--- config.mk ---
export PLATFORM = sky130hd
export DESIGN_NAME = pipe_sched
export DESIGN_NICKNAME = d
export VERILOG_FILES = /design/src/rtl/pipe_pkg.sv /design/src/rtl/pipe_sched_rr_arbiter.sv /design/src/rtl/pipe_sched.sv
export SDC_FILE = /design/constraint.sdc
export NUM_CORES = 1
export LEC_CHECK = 0
export ABC_AREA = 1
export CORE_MARGIN = 2
export CORE_UTILIZATION = 39
export CTS_CLUSTER_DIAMETER = 60
export DETAILED_ROUTE_END_ITERATION = 10
export MAX_ROUTING_LAYER = met4
export PLACE_DENSITY = 0.89
export SLEW_MARGIN = 20
export SYNTH_ARGS = -nofsm -noshare
export SYNTH_HDL_FRONTEND = slang
export SYNTH_SLANG_ARGS = --single-unit
--- constraint.sdc ---
create_clock -name clk -period 2.4 [get_ports clk]
set_clock_uncertainty 0.1 [all_clocks]
set_input_delay 0.72 -clock clk [delete_from_list [all_inputs] [get_ports clk]]
set_output_delay 0.72 -clock clk [all_outputs]
set_load 0.05 [all_outputs]
--- src/rtl/pipe_pkg.sv ---
// Shared defaults and the tag record carried alongside each op in flight.
package pipe_pkg;

    localparam int unsigned DefN   = 4;
    localparam int unsigned DefW   = 10;
    localparam int unsigned DefLat = 4;

    // Fixed id width covers the largest supported requester count (8).
    localparam int unsigned TagIdw = 3;

    typedef struct packed {
        logic              valid;
        logic [TagIdw-1:0] id;
    } tag_t;

endpackage

--- src/rtl/pipe_sched_rr_arbiter.sv ---
// Combinational round-robin pick: first eligible index at or after ptr, wrapping modulo N.
module rr_arbiter #(
    parameter int unsigned N   = 4,
    parameter int unsigned IDW = $clog2(N)
) (
    input  logic [N-1:0]   eligible,
    input  logic [IDW-1:0] ptr,
    output logic [N-1:0]   grant,
    output logic [IDW-1:0] grant_idx,
    output logic           grant_valid
);

    logic [IDW-1:0] idx;

    always_comb begin
        grant       = '0;
        grant_idx   = '0;
        grant_valid = 1'b0;
        idx         = '0;
        for (int unsigned off = 0; off < N; off++) begin
            idx = IDW'((32'(ptr) + off) % N);
            if (!grant_valid && eligible[idx]) begin
                grant_valid = 1'b1;
                grant_idx   = idx;
                grant[idx]  = 1'b1;
            end
        end
    end

endmodule

--- src/rtl/pipe_sched.sv ---
// Round-robin scheduler feeding one shared LAT-stage datapath and routing results back by tag.
module pipe_sched
    import pipe_pkg::*;
#(
    parameter int unsigned N   = DefN,
    parameter int unsigned W   = DefW,
    parameter int unsigned LAT = DefLat,
    parameter int unsigned IDW = $clog2(N)
) (
    input  logic           clk,
    input  logic           rst_n,
    input  logic           en,
    input  logic [N-1:0]   req,
    input  logic [N*W-1:0] a_in,
    input  logic [N*W-1:0] b_in,
    input  logic [N*W-1:0] c_in,
    input  logic [N*W-1:0] d_in,
    output logic [N-1:0]   ack,
    output logic [W-1:0]   pipe_a,
    output logic [W-1:0]   pipe_b,
    output logic [W-1:0]   pipe_c,
    output logic [W-1:0]   pipe_d,
    input  logic [W-1:0]   pipe_f,
    output logic           rsp_valid,
    output logic [IDW-1:0] rsp_id,
    output logic [W-1:0]   rsp_data,
    output logic           busy
);

    // Stage 0 rides with pipe_*; stages 1..LAT follow the datapath stages, so the
    // last stage is valid exactly while pipe_f carries that op's result.
    localparam int unsigned TagDepth = LAT + 1;

    logic [IDW-1:0] ptr_q, ptr_d;
    logic [N-1:0]   outstanding_q, outstanding_d;
    logic [N-1:0]   ack_q;
    logic [W-1:0]   pipe_a_q, pipe_b_q, pipe_c_q, pipe_d_q;
    logic           rsp_valid_q;
    logic [IDW-1:0] rsp_id_q;
    logic [W-1:0]   rsp_data_q;
    logic           busy_q;
    tag_t           tags_q [TagDepth];

    logic [N-1:0]   eligible;
    logic [N-1:0]   grant;
    logic [IDW-1:0] grant_idx;
    logic           grant_valid;
    logic           issue;
    logic [N-1:0]   rsp_clear;
    tag_t           tag_in;
    tag_t           tag_last;
    logic [W-1:0]   sel_a, sel_b, sel_c, sel_d;

    assign eligible = req & ~outstanding_q;

    rr_arbiter #(
        .N   (N),
        .IDW (IDW)
    ) u_arb (
        .eligible    (eligible),
        .ptr         (ptr_q),
        .grant       (grant),
        .grant_idx   (grant_idx),
        .grant_valid (grant_valid)
    );

    assign issue    = en & grant_valid;
    assign tag_last = tags_q[TagDepth-1];

    always_comb begin
        sel_a = a_in[32'(grant_idx)*W +: W];
        sel_b = b_in[32'(grant_idx)*W +: W];
        sel_c = c_in[32'(grant_idx)*W +: W];
        sel_d = d_in[32'(grant_idx)*W +: W];
    end

    always_comb begin
        tag_in       = '0;
        tag_in.valid = issue;
        tag_in.id    = TagIdw'(grant_idx);
    end

    always_comb begin
        rsp_clear = '0;
        for (int unsigned i = 0; i < N; i++) begin
            rsp_clear[i] = tag_last.valid && (tag_last.id == TagIdw'(i));
        end
    end

    always_comb begin
        outstanding_d = outstanding_q & ~rsp_clear;
        ptr_d         = ptr_q;
        if (issue) begin
            outstanding_d = outstanding_d | grant;
            ptr_d = (grant_idx == IDW'(N - 1)) ? '0 : grant_idx + 1'b1;
        end
    end

    always_ff @(posedge clk or negedge rst_n) begin
        if (!rst_n) begin
            ptr_q         <= '0;
            outstanding_q <= '0;
            ack_q         <= '0;
            pipe_a_q      <= '0;
            pipe_b_q      <= '0;
            pipe_c_q      <= '0;
            pipe_d_q      <= '0;
            rsp_valid_q   <= 1'b0;
            rsp_id_q      <= '0;
            rsp_data_q    <= '0;
            busy_q        <= 1'b0;
            for (int unsigned k = 0; k < TagDepth; k++) begin
                tags_q[k] <= '0;
            end
        end else begin
            ptr_q         <= ptr_d;
            outstanding_q <= outstanding_d;
            busy_q        <= |outstanding_d;
            ack_q         <= issue ? grant : '0;
            if (issue) begin
                pipe_a_q <= sel_a;
                pipe_b_q <= sel_b;
                pipe_c_q <= sel_c;
                pipe_d_q <= sel_d;
            end
            tags_q[0] <= tag_in;
            for (int unsigned k = 1; k < TagDepth; k++) begin
                tags_q[k] <= tags_q[k-1];
            end
            rsp_valid_q <= tag_last.valid;
            if (tag_last.valid) begin
                rsp_id_q   <= IDW'(tag_last.id);
                rsp_data_q <= pipe_f;
            end
        end
    end

    assign ack       = ack_q;
    assign pipe_a    = pipe_a_q;
    assign pipe_b    = pipe_b_q;
    assign pipe_c    = pipe_c_q;
    assign pipe_d    = pipe_d_q;
    assign rsp_valid = rsp_valid_q;
    assign rsp_id    = rsp_id_q;
    assign rsp_data  = rsp_data_q;
    assign busy      = busy_q;

endmodule

==> metrics.txt, run 1 <==
status=finished clean; sequential share of power=~16%; # rows=42; Initial Util=39.9%; crit-path max cell delay=850 ps; grt ovf=0; Ant. Diodes=0; nets=roughly 1300; family with the most delay on the worst path=buffers and inverters; Min Hold Slack=~250 ps; Clock Power Share=10.1%; DIE WIDTH=between 100 and 150 um; CP arrival=around 1600 ps; Critical Path RT=~1600 ps; latest clock arrival within the worst-skew pair=roughly 340 ps; final period utilization=just under 100%; largest net degree at the start of global routing=80; Worst-Margin Slew=555 ps; port bufs=between 200 and 250; hpwl dp=around 12000 um; crit path capture type=output pin; Num Clock Sinks=79; synth unique cells=24; Int Power=approximately 0.0069 W; I/O pin cnt=235; synthesized area per cell=~6.4 um^2; hold_sp=tags_q[8]$_DFF_PN0_; GR peak layer=met2; combinational power share=about three quarters; Final ANT Viol Nets=0; GPL Wtd Cong=0.855; fmax=419 MHz; slowest CP cell=clkdlybuf4s50_1; Hold WC Path Type=reg2reg; Gate Count Post-Synth=835; maximum fanout along the worst path=2; Slew Limit Fails=0; final worst path period need=between 2000 and 2500 ps; Mapped Area=around 5300 um^2; GR Layer Usage met1=29.2%; Worst Setup Start Kind=register; #FFs+latches synth=79; Max-Cap Viols=0; PwrDens=1630 nW/um^2; H-tree depth=3; maximum clock insertion buffer count=2; routed vias=6043; die span in y=121 um; Seq/Total Area, Yosys=37.2%; Slew headroom=62.9%; syn nets=1021; Fin Setup TNS=0 ps; origin of the worst setup path=pipe_c[5]$_DFFE_PN0P_; crit-path cells=clkdlybuf4s50_1; Max VDD drop=0.754 mV; P_sw=0.00726 W; first-pass GRT wire length=around 28000 um; die area=14600 um^2; Layout area overhead=64.3%; Worst-path clk slew=60 ps; R2R Path Start=ptr_q[0]$_DFFE_PN0P_; Final Hold Violating Endpoints=0; GR Util All Layers=24.8%; CTS tree=built; number of DRC markers in iteration 0=roughly 340; final wirelength=17600 um; # DRC=0; Switching Share=51.1%; M3 GR Usage=5.09%; met2 Use GR=41.3%; antenna violations before repair=0; clock root buffer=clkbuf_16; Setup CP Type=reg2out; Buffers & Inverters on Critical Path=1; routed len/inst=13.9 um; setup violators final=0; vias in the first global route=5758; leakage=4.82 nW; number of buffers created by CTS=9; share of layout cells above drive strength 1=10.4%; vias per cell=4.76; drt pass-1 iters=5; YS warnings=0; total core area=13300 um^2
[state kept, by name, indices dropped and copies added, names as in the netlist]
register	flops
tags_q	12
pipe_a	10
pipe_b	10
pipe_c	10
pipe_d	10
rsp_data	10
ack	4
outstanding_q	4
tag_last	3
ptr_q	2
rsp_id	2
busy	1
rsp_valid	1
[path summary, 6_finish.rpt]
path | cells after the start | endpoint | slack [ps]
min reg2reg | 0 | tags_q[4]$_DFF_PN0_ | 250
min | 0 | tags_q[4]$_DFF_PN0_ | 250
max | 1 | pipe_c[5] | 20
max in group asynchronous | 2 | pipe_a[2]$_DFFE_PN0P_ | 1550
min in group asynchronous | 2 | pipe_b[2]$_DFFE_PN0P_ | 290
max reg2reg | 13 | ptr_q[1]$_DFFE_PN0P_ | 80
[power by group through the flow]
stage               clock, W  combinational, W  sequential (W)
floorplan                  0           0.00453         0.00392
global placement           0           0.00912         0.00229
detailed placement         0           0.00930         0.00231
CTS                  0.00147           0.00999         0.00229
global route         0.00153            0.0114         0.00236
finish               0.00144            0.0105         0.00230
[cell type report]
cell class	instances	area, um^2
clock buffer	10	239
sequential	79	1980
tap	176	220
clock inverter	6	72.6
fill	1091	4570
inverter	185	704
multi-input combinational	527	2510
timing repair buffer	286	3000
[cells by family (layout without fill, tap and decap cells)]
logic type	after synthesis	after routing	synth area share, %
buffers and inverters	229	487	17.7
DFF	79	79	37.2
AOI/OAI and AO/OA	14	14	1.67
adders and majority gates	9	9	2.12
and+or+nand+nor	504	504	41.3
[cell usage after synthesis]
cell	count	share of area, %
nand3b_1	1	0.14
inv_2	7	0.49
o21ai_0	6	0.57
nand2_2	5	0.59
nand4_1	2	0.24
nand2_4	2	0.42
o21ai_4	1	0.31
buf_6	1	0.21
nand3_1	174	16
a21oi_1	4	0.38
inv_1	177	13
nand3_2	5	0.94
clkbuf_1	6	0.42
o31ai_1	2	0.28
buf_2	28	2.6
buf_4	9	1.3
inv_4	1	0.12
nand2_1	310	22
nor2_4	1	0.21
a21o_1	1	0.14
nor2_1	3	0.21
ha_1	9	2.1
dfrtp_1	79	37
nand4_2	1	0.24
[layout by cell type, fill, tap and decap left out, types with 2 or more instances in the layout]
| cell type | Yosys | final |
|---|---|---|
| nand3_1 | 174 | 167 |
| nand3_2 | 5 | 10 |
| nand2_2 | 5 | 8 |
| o21ai_0 | 6 | 6 |
| inv_1 | 177 | 175 |
| nand2_1 | 310 | 304 |
| ha_1 | 9 | 8 |
| buf_12 | 0 | 12 |
| nand2_4 | 2 | 4 |
| buf_6 | 1 | 7 |
| nand4_1 | 2 | 2 |
| clkdlybuf4s50_1 | 0 | 222 |
| o31ai_1 | 2 | 2 |
| inv_2 | 7 | 7 |
| nor2_1 | 3 | 3 |
| a21oi_1 | 4 | 3 |
| dlymetal6s2s_1 | 0 | 2 |
| clkbuf_16 | 0 | 11 |
| buf_4 | 9 | 33 |
| nand3_4 | 0 | 2 |
| buf_16 | 0 | 2 |
| inv_4 | 1 | 2 |
| dlygate4sd2_1 | 0 | 4 |
| inv_6 | 0 | 5 |
| dfrtp_1 | 79 | 79 |
[what timing repair did]
| action | CTS | global route |
|---|---|---|
| buffers inserted | 2 | 4 |
| cloned | 2 | 2 |
| pin swaps | 9 | 15 |
| resized for setup | 21 | 22 |
| setup endpoints to repair | 42 | 43 |
| hold buffers | 0 | 0 |
[per-layer routing]
| layer | vias up | routed length [um] | part of all wire (%) |
|---|---|---|---|
| li1 | 3008 | - | - |
| met1 | 2724 | 7120 | 40 |
| met2 | 269 | 8680 | 49 |
| met3 | 42 | 1290 | 7.3 |
| met4 | 0 | 507 | 2.9 |
| met5 | - | 0 | 0 |
[per-stage QoR]
stage	utilization (%)	cell area, um^2	cells	total power [W]	setup WS, ps
after floorplan	-	5320	835	0.00846	21.6
after global placement	60.7	8060	1243	0.0114	-417
after detailed placement	60.7	8060	1243	0.0116	-437
after CTS	64.3	8550	1263	0.0138	11.3
after global routing	65.6	8720	1269	0.0153	-35.3
final	65.6	8720	1269	0.0142	15.4
Note: power is estimated with default switching activity, not from simulation.
==> run 2, diff against run 1 <==
--- a/config.mk
+++ b/config.mk
@@ -7,11 +7,11 @@
 export LEC_CHECK = 0
 export ABC_AREA = 1
 export CORE_MARGIN = 2
-export CORE_UTILIZATION = 39
+export CORE_UTILIZATION = 40
 export CTS_CLUSTER_DIAMETER = 60
 export DETAILED_ROUTE_END_ITERATION = 10
 export MAX_ROUTING_LAYER = met4
-export PLACE_DENSITY = 0.89
+export PLACE_DENSITY = 0.88
 export SLEW_MARGIN = 20
 export SYNTH_ARGS = -nofsm -noshare
 export SYNTH_HDL_FRONTEND = slang
==> constraint.sdc (replaced) <==
create_clock -name clk -period 2.6 [get_ports clk]
set_clock_uncertainty 0.1 [all_clocks]
set_input_delay 0.78 -clock clk [delete_from_list [all_inputs] [get_ports clk]]
set_output_delay 0.78 -clock clk [all_outputs]
set_load 0.05 [all_outputs]
==> run 2 against run 1 <==
  * Sequential share of layout area grew 0.24 points
  * Combinational power shrank 11%
  * Design area shrank 1.0%
  * Register-to-register slack gained 180 ps
  * Wire length shrank 2.0%
  * Cell count shrank 0.47%
  * Critical path depth grew 14
  * Flip-flop and latch count is the same
==> metrics.txt, run 2 (synthesized netlist as in run 1, its figures left out) <==
final period utilization=97.0%; total core area=13100 um^2; Met3 Wirelength=1200 um; nets=1269; clock root buffer=clkbuf_16; routed wl met2=about 8500 um; dpl cell area=8050 um^2; combinational power share=around three quarters; Max VDD drop=0.650 mV; hold_sp=tags_q[11]$_DFF_PN0_; origin of the worst setup path=req[1]; fin area=around 8600 um^2; Final Hold Violating Endpoints=0; max reg flops=12; status=finished clean; Hold WC Path Type=reg2reg; vias in the first global route=5543; sequential share of power=17.0%; number of buffers created by CTS=9; Switching Share=52.1%; hold buffer count at cts=0; reg-to-reg setup timing slack=260 ps; Num Clock Sinks=79; PwrDens=between 1000 and 1500 nW/um^2; register with the most flip-flops=tags_q; Worst-Margin Slew=559 ps; R2R Path Start=ptr_q[0]$_DFFE_PN0P_; CP arrival=2690 ps; P_sw=approximately 0.0066 W; port bufs=234; Ant. Diodes=0; routed vias=6065; setup violators final=0; share of layout cells above drive strength 1=9.02%; crit path capture type=register; Layout area overhead=62.6%; Min Hold Slack=248 ps; Slew Limit Fails=0; antenna violations before repair=0; largest net degree at the start of global routing=49; Critical Path RT=between 2000 and 3000 ps; die span in y=approximately 120 um; fmax=around 400 MHz; highest routed layer=met4; Initial Util=40.6%; drt pass-1 iters=6; final worst path period need=around 2500 ps; Final WS setup=77.6 ps; commonest non-fill, non-tap cell in the layout=nand2_1; Filler cells=1105; hpwl dp=roughly 12000 um; Slew headroom=approximately 63%; Clock Power Share=around 9.1%; GR Util All Layers=a little under a quarter; H-tree depth=3; Setup Slack @ Placement=-355 ps; I/O pin cnt=235; final wirelength=17200 um; first-pass GRT wire length=25700 um; CTS tree=built; routed len/inst=approximately 14 um; Worst Setup Start Kind=primary input; die area=roughly 14000 um^2; Int Power=around 0.0060 W; M1 WL=7190 um; vias per cell=4.80; most frequent cells in the layout=304 x nand2_1, 229 x clkdlybuf4s50_1, 177 x inv_1; number of DRC markers in iteration 0=352; Setup CP Type=in2reg; maximum clock insertion buffer count=2; grt ovf=0; Worst-path clk slew=approximately 60 ps; DIE WIDTH=119 um; # DRC=0; Max-Cap Viols=0; latest clock arrival within the worst-skew pair=approximately 330 ps; GPL Wtd Cong=~0.91; Final ANT Viol Nets=0; # rows=42; maximum fanout along the worst path=19; leakage=4.78 nW
## run 2: changes by cell type in the layout (fill, tap and decap cells not counted), sizes merged, moves of 2 or more
cell	before	now
inv	189	187
clkbuf	12	14
clkinv	0	4
clkdlybuf4s50	222	229
buf	55	44
dlygate4sd2	4	0
## run 2: stage by stage
step	util, %	setup TNS (ps)	power, W	instances
3_3_place_gp	61.6	-10920	0.0104	1237
6_report	66.0	0	0.0126	1263
5_1_grt	66.0	-545	0.0136	1263
3_5_place_dp	61.6	-12540	0.0106	1237
2_1_floorplan	-	0	0.00778	835
4_1_cts	63.6	0	0.0118	1252
## run 2: cell type report
class	count	area (um^2)	area share [%]
Inverter	185	699	8.10
Multi-Input combinational cell	527	2500	28.9
Sequential cell	79	1980	22.9
Timing Repair Buffer	281	2970	34.4
Tap cell	176	220	2.55
Clock inverter	6	45.0	0.522
Clock buffer	9	225	2.61
## run 2: worst paths after layout
check	endpoint	cells after the start
min reg2reg	tags_q[7]$_DFF_PN0_	0
min in group asynchronous	ptr_q[1]$_DFFE_PN0P_	1
min	tags_q[7]$_DFF_PN0_	0
max in group asynchronous	pipe_c[6]$_DFFE_PN0P_	2
max reg2reg	pipe_b[4]$_DFFE_PN0P_	15
max	pipe_b[4]$_DFFE_PN0P_	15
## run 2: routing by layer
layer	global-route usage (%)	vias up
met5	-	-
met4	8.56	0
met3	4.93	28
met2	38.2	264
met1	27.8	2773
li1	-	3000
## run 2: power groups by stage
stage / registers, W / logic (W) / clock network [W]
after floorplan: 0.00362 / 0.00416 / 0
after global placement: 0.00213 / 0.00827 / 0
after detailed placement: 0.00215 / 0.00841 / 0
after CTS: 0.00215 / 0.00847 / 0.00118
after global routing: 0.00222 / 0.0101 / 0.00123
final: 0.00214 / 0.00934 / 0.00114
## run 2: repair_timing
item | in CTS | in global routing
cloned | 0 | 6
buffers inserted | 0 | 5
resized for setup | 1 | 27
endpoints found under the setup margin | 3 | 43
pin swaps | 0 | 9
## run 2: critical path, stage by stage
cell	delay, ps
clkdlybuf4s50_1	500
nand3_1	110
nand2_2	90
nand2_2	70
nand2_4	130
inv_2	80
nand3_4	80
nand3_4	140
buf_12	180
buf_12	140
nand3_1	80
nand3_1	100
nand2_1	100
nand2_1	50
nand2_1	60
==> run 3, diff against run 2 <==
--- a/config.mk
+++ b/config.mk
@@ -5,13 +5,14 @@
 export SDC_FILE = /design/constraint.sdc
 export NUM_CORES = 1
 export LEC_CHECK = 0
-export ABC_AREA = 1
+export CAP_MARGIN = 20
 export CORE_MARGIN = 2
-export CORE_UTILIZATION = 40
+export CORE_UTILIZATION = 39
 export CTS_CLUSTER_DIAMETER = 60
 export DETAILED_ROUTE_END_ITERATION = 10
+export HOLD_SLACK_MARGIN = 0.05
 export MAX_ROUTING_LAYER = met4
-export PLACE_DENSITY = 0.88
+export PLACE_DENSITY = 0.92
 export SLEW_MARGIN = 20
 export SYNTH_ARGS = -nofsm -noshare
 export SYNTH_HDL_FRONTEND = slang
==> run 3 against run 2 <==
  * The run now ends with negative setup slack left
  * Critical path depth fell by 5
  * Cell count is 37% lower
  * Maximum frequency fell by 12%
  * Register-to-register slack worse by 470 ps
  * Highest routed layer unchanged
==> metrics.txt, run 3 <==
violated checks=negative setup slack; first-pass GRT wire length=about 22000 um; antenna violations before repair=0; Seq/Total Area, Yosys=47.4%; clock root buffer=clkbuf_8; Setup CP Type=in2reg; hold buffer count at cts=0; cells on worst reg2reg path=11; cells taking the most area after synthesis=dfrtp_1 47%, mux2i_1 19%, o221ai_1 8.4%; hpwl dp=approximately 10000 um; synthesized area per cell=11.3 um^2; commonest cells in the netlist=80 x mux2i_1, 79 x dfrtp_1, 56 x nand2_1; fmax=351 MHz; number of DRC markers in iteration 0=218; Mapped Area=between 4000 and 5000 um^2; most frequent cell after synthesis=mux2i_1; PwrDens=1420 nW/um^2; final wirelength=approximately 15000 um; latest clock arrival within the worst-skew pair=340 ps; maximum fanout along the worst path=5; number of synthesized flops with an enable pin=0; Ant. Diodes=0; Yosys top cell area share=a little under half; total core area=10400 um^2; setup violators final=44; Max-Cap Viols=0; #FFs+latches synth=79; Fin Setup TNS=-5960 ps; Slew Limit Fails=0; max reg flops=12; final period utilization=110%; Slew headroom=61.2%; FF/Latch Area=1980 um^2; # rows=37; crit-path cells=buf_6, nor2b_4, mux4_2, o211ai_1, a21oi_1, a31oi_4, clkbuf_16, clkbuf_16, mux2i_1, o221ai_1; Max VDD drop=0.653 mV; H-tree depth=3; fin util=77.3%; Buffers & Inverters on Critical Path=3; Final ANT Viol Nets=0; crit-path max cell delay=550 ps; Main synth FF type=dfrtp_1; vias in the first global route=between 4000 and 5000; family with the most delay on the worst path=multiplexers; Final Hold Violating Endpoints=0; Worst-Margin Slew=581 ps; routed len/inst=19.1 um; GR Util All Layers=24.7%; I/O pin cnt=about 240; commonest non-fill, non-tap cell in the layout=clkdlybuf4s50_1; GPL Wtd Cong=1.01; die span in y=107 um; largest net degree at the start of global routing=52; routed vias=between 4000 and 5000; M1 WL=5730 um; leakage=roughly 3.4 nW; CP arrival=between 2000 and 3000 ps; Hold WC Path Type=in2async; crit path capture type=register; Filler cells=623; maximum clock insertion buffer count=2; Post-synth ARST share=100%; RSZ-0062 raised after global routing=yes; CP most frequent cell=clkbuf_16; status=finished, violations left; syn nets=555; YS warnings=0; most frequent cells in the layout=229 x clkdlybuf4s50_1, 79 x dfrtp_1, 55 x mux2i_1; area of the multi-input gates=approximately 2400 um^2; Num Clock Sinks=79; # DRC=0; grt ovf=0; cell depth of the worst setup path=10; Initial Util=around two fifths; number of buffers created by CTS=9; Gate Count Post-Synth=approximately 370; Min Hold Slack=247 ps; Worst-path clk slew=90 ps; Layout area overhead=92.2%; Final WS setup=-251 ps; nets=846; Critical Path RT=2700 ps; CTS tree=built; vias per cell=about 5.4; highest routed layer=met4; drt pass-1 iters=4; synth unique cells=33; port bufs=234; DIE WIDTH=107 um; share of layout cells above drive strength 1=24.5%; die area=around 12000 um^2; slowest CP cell=mux4_2; Worst Setup Start Kind=primary input; routed wl met2=8250 um; final worst path period need=between 2000 and 3000 ps; largest area contributor in the netlist=dfrtp_1; Setup Slack @ Placement=-922 ps; Met3 Wirelength=between 800 and 900 um; register with the most flip-flops=tags_q
-- run 3: changes by cell type in the layout (fill, tap and decap cells not counted), moves of 15 or more --
| cell | previous run | this run |
|---|---|---|
| mux2i_1 | 0 | 55 |
| nand3_1 | 170 | 0 |
| o221ai_1 | 0 | 30 |
| mux2i_2 | 0 | 15 |
| inv_1 | 177 | 8 |
| nand2_1 | 304 | 54 |
-- run 3: per-stage QoR --
stage	power (W)	cells	instance area [um^2]
5_1_grt	0.0119	800	8010
4_1_cts	0.00965	780	7360
3_3_place_gp	0.00806	749	6940
3_5_place_dp	0.00826	749	6940
6_report	0.0114	800	8010
2_1_floorplan	0.00632	369	4240
-- run 3: what timing repair did --
action | 4_1_cts | 5_1_grt
setup endpoints to repair | 52 | 44
gates resized for setup | 41 | 69
buffers inserted | 15 | 11
pin swaps | 12 | 37
gates cloned | 1 | 10
-- run 3: worst reg2reg max path, cell delays in order, from the launching register on --
cell and delay [ps]:
dfrtp_1 390, inv_2 60, ha_4 300, nand2_2 70, or4_4 420, a21oi_2 150, nor2_2 70, a31oi_4 300
clkbuf_16 240, clkbuf_16 160, mux2i_1 230, o221ai_1 180
-- run 3: cell families (layout without fill, tap and decap cells) --
family | count (synthesis) | in the layout | synth area share (%)
AND/OR/NAND/NOR | 90 | 90 | 9.52
multiplexers | 93 | 93 | 23.3
AO/OA/AOI/OAI | 64 | 64 | 13.0
adder cells (fa/ha/maj) | 9 | 9 | 2.70
flip-flops | 79 | 79 | 47.4
buffers and inverters | 34 | 329 | 4.08
-- run 3: cell type report --
type / count / share of cell area, %
clock buffers: 10 / 1.72
clock inverters: 5 / 0.531
inverters: 9 / 0.422
multi-input cells: 256 / 30.1
flip-flops and latches: 79 / 24.7
well taps: 136 / 2.12
repair buffers: 305 / 40.4
-- run 3: final timing paths --
path	from	end	slack (ps)
setup / recovery	req[2]	pipe_a[0]$_DFFE_PN0P_	-250
hold reg to reg	tags_q[17]$_DFF_PN0_	tags_q[13]$_DFF_PN0_	250
min in group clk	tags_q[17]$_DFF_PN0_	tags_q[13]$_DFF_PN0_	250
max in group asynchronous	rst_n	rsp_data[0]$_DFFE_PN0P_	1530
setup reg to reg	ptr_q[0]$_DFFE_PN0P_	pipe_a[0]$_DFFE_PN0P_	-210
hold / removal	rst_n	pipe_c[5]$_DFFE_PN0P_	250
-- run 3: metal layers --
metal,up-vias,global-route usage [%]
li1,1961,-
met1,2087,28.0
met2,215,44.0
met3,49,4.12
met4,0,8.52
met5,-,-
-- run 3: where the power goes --
group | internal (W) | switching, W
Sequential | 0.00178 | 0.000307
Clock | 0.000378 | 0.000476
Combinational | 0.00422 | 0.00426
Total | 0.00637 | 0.00504
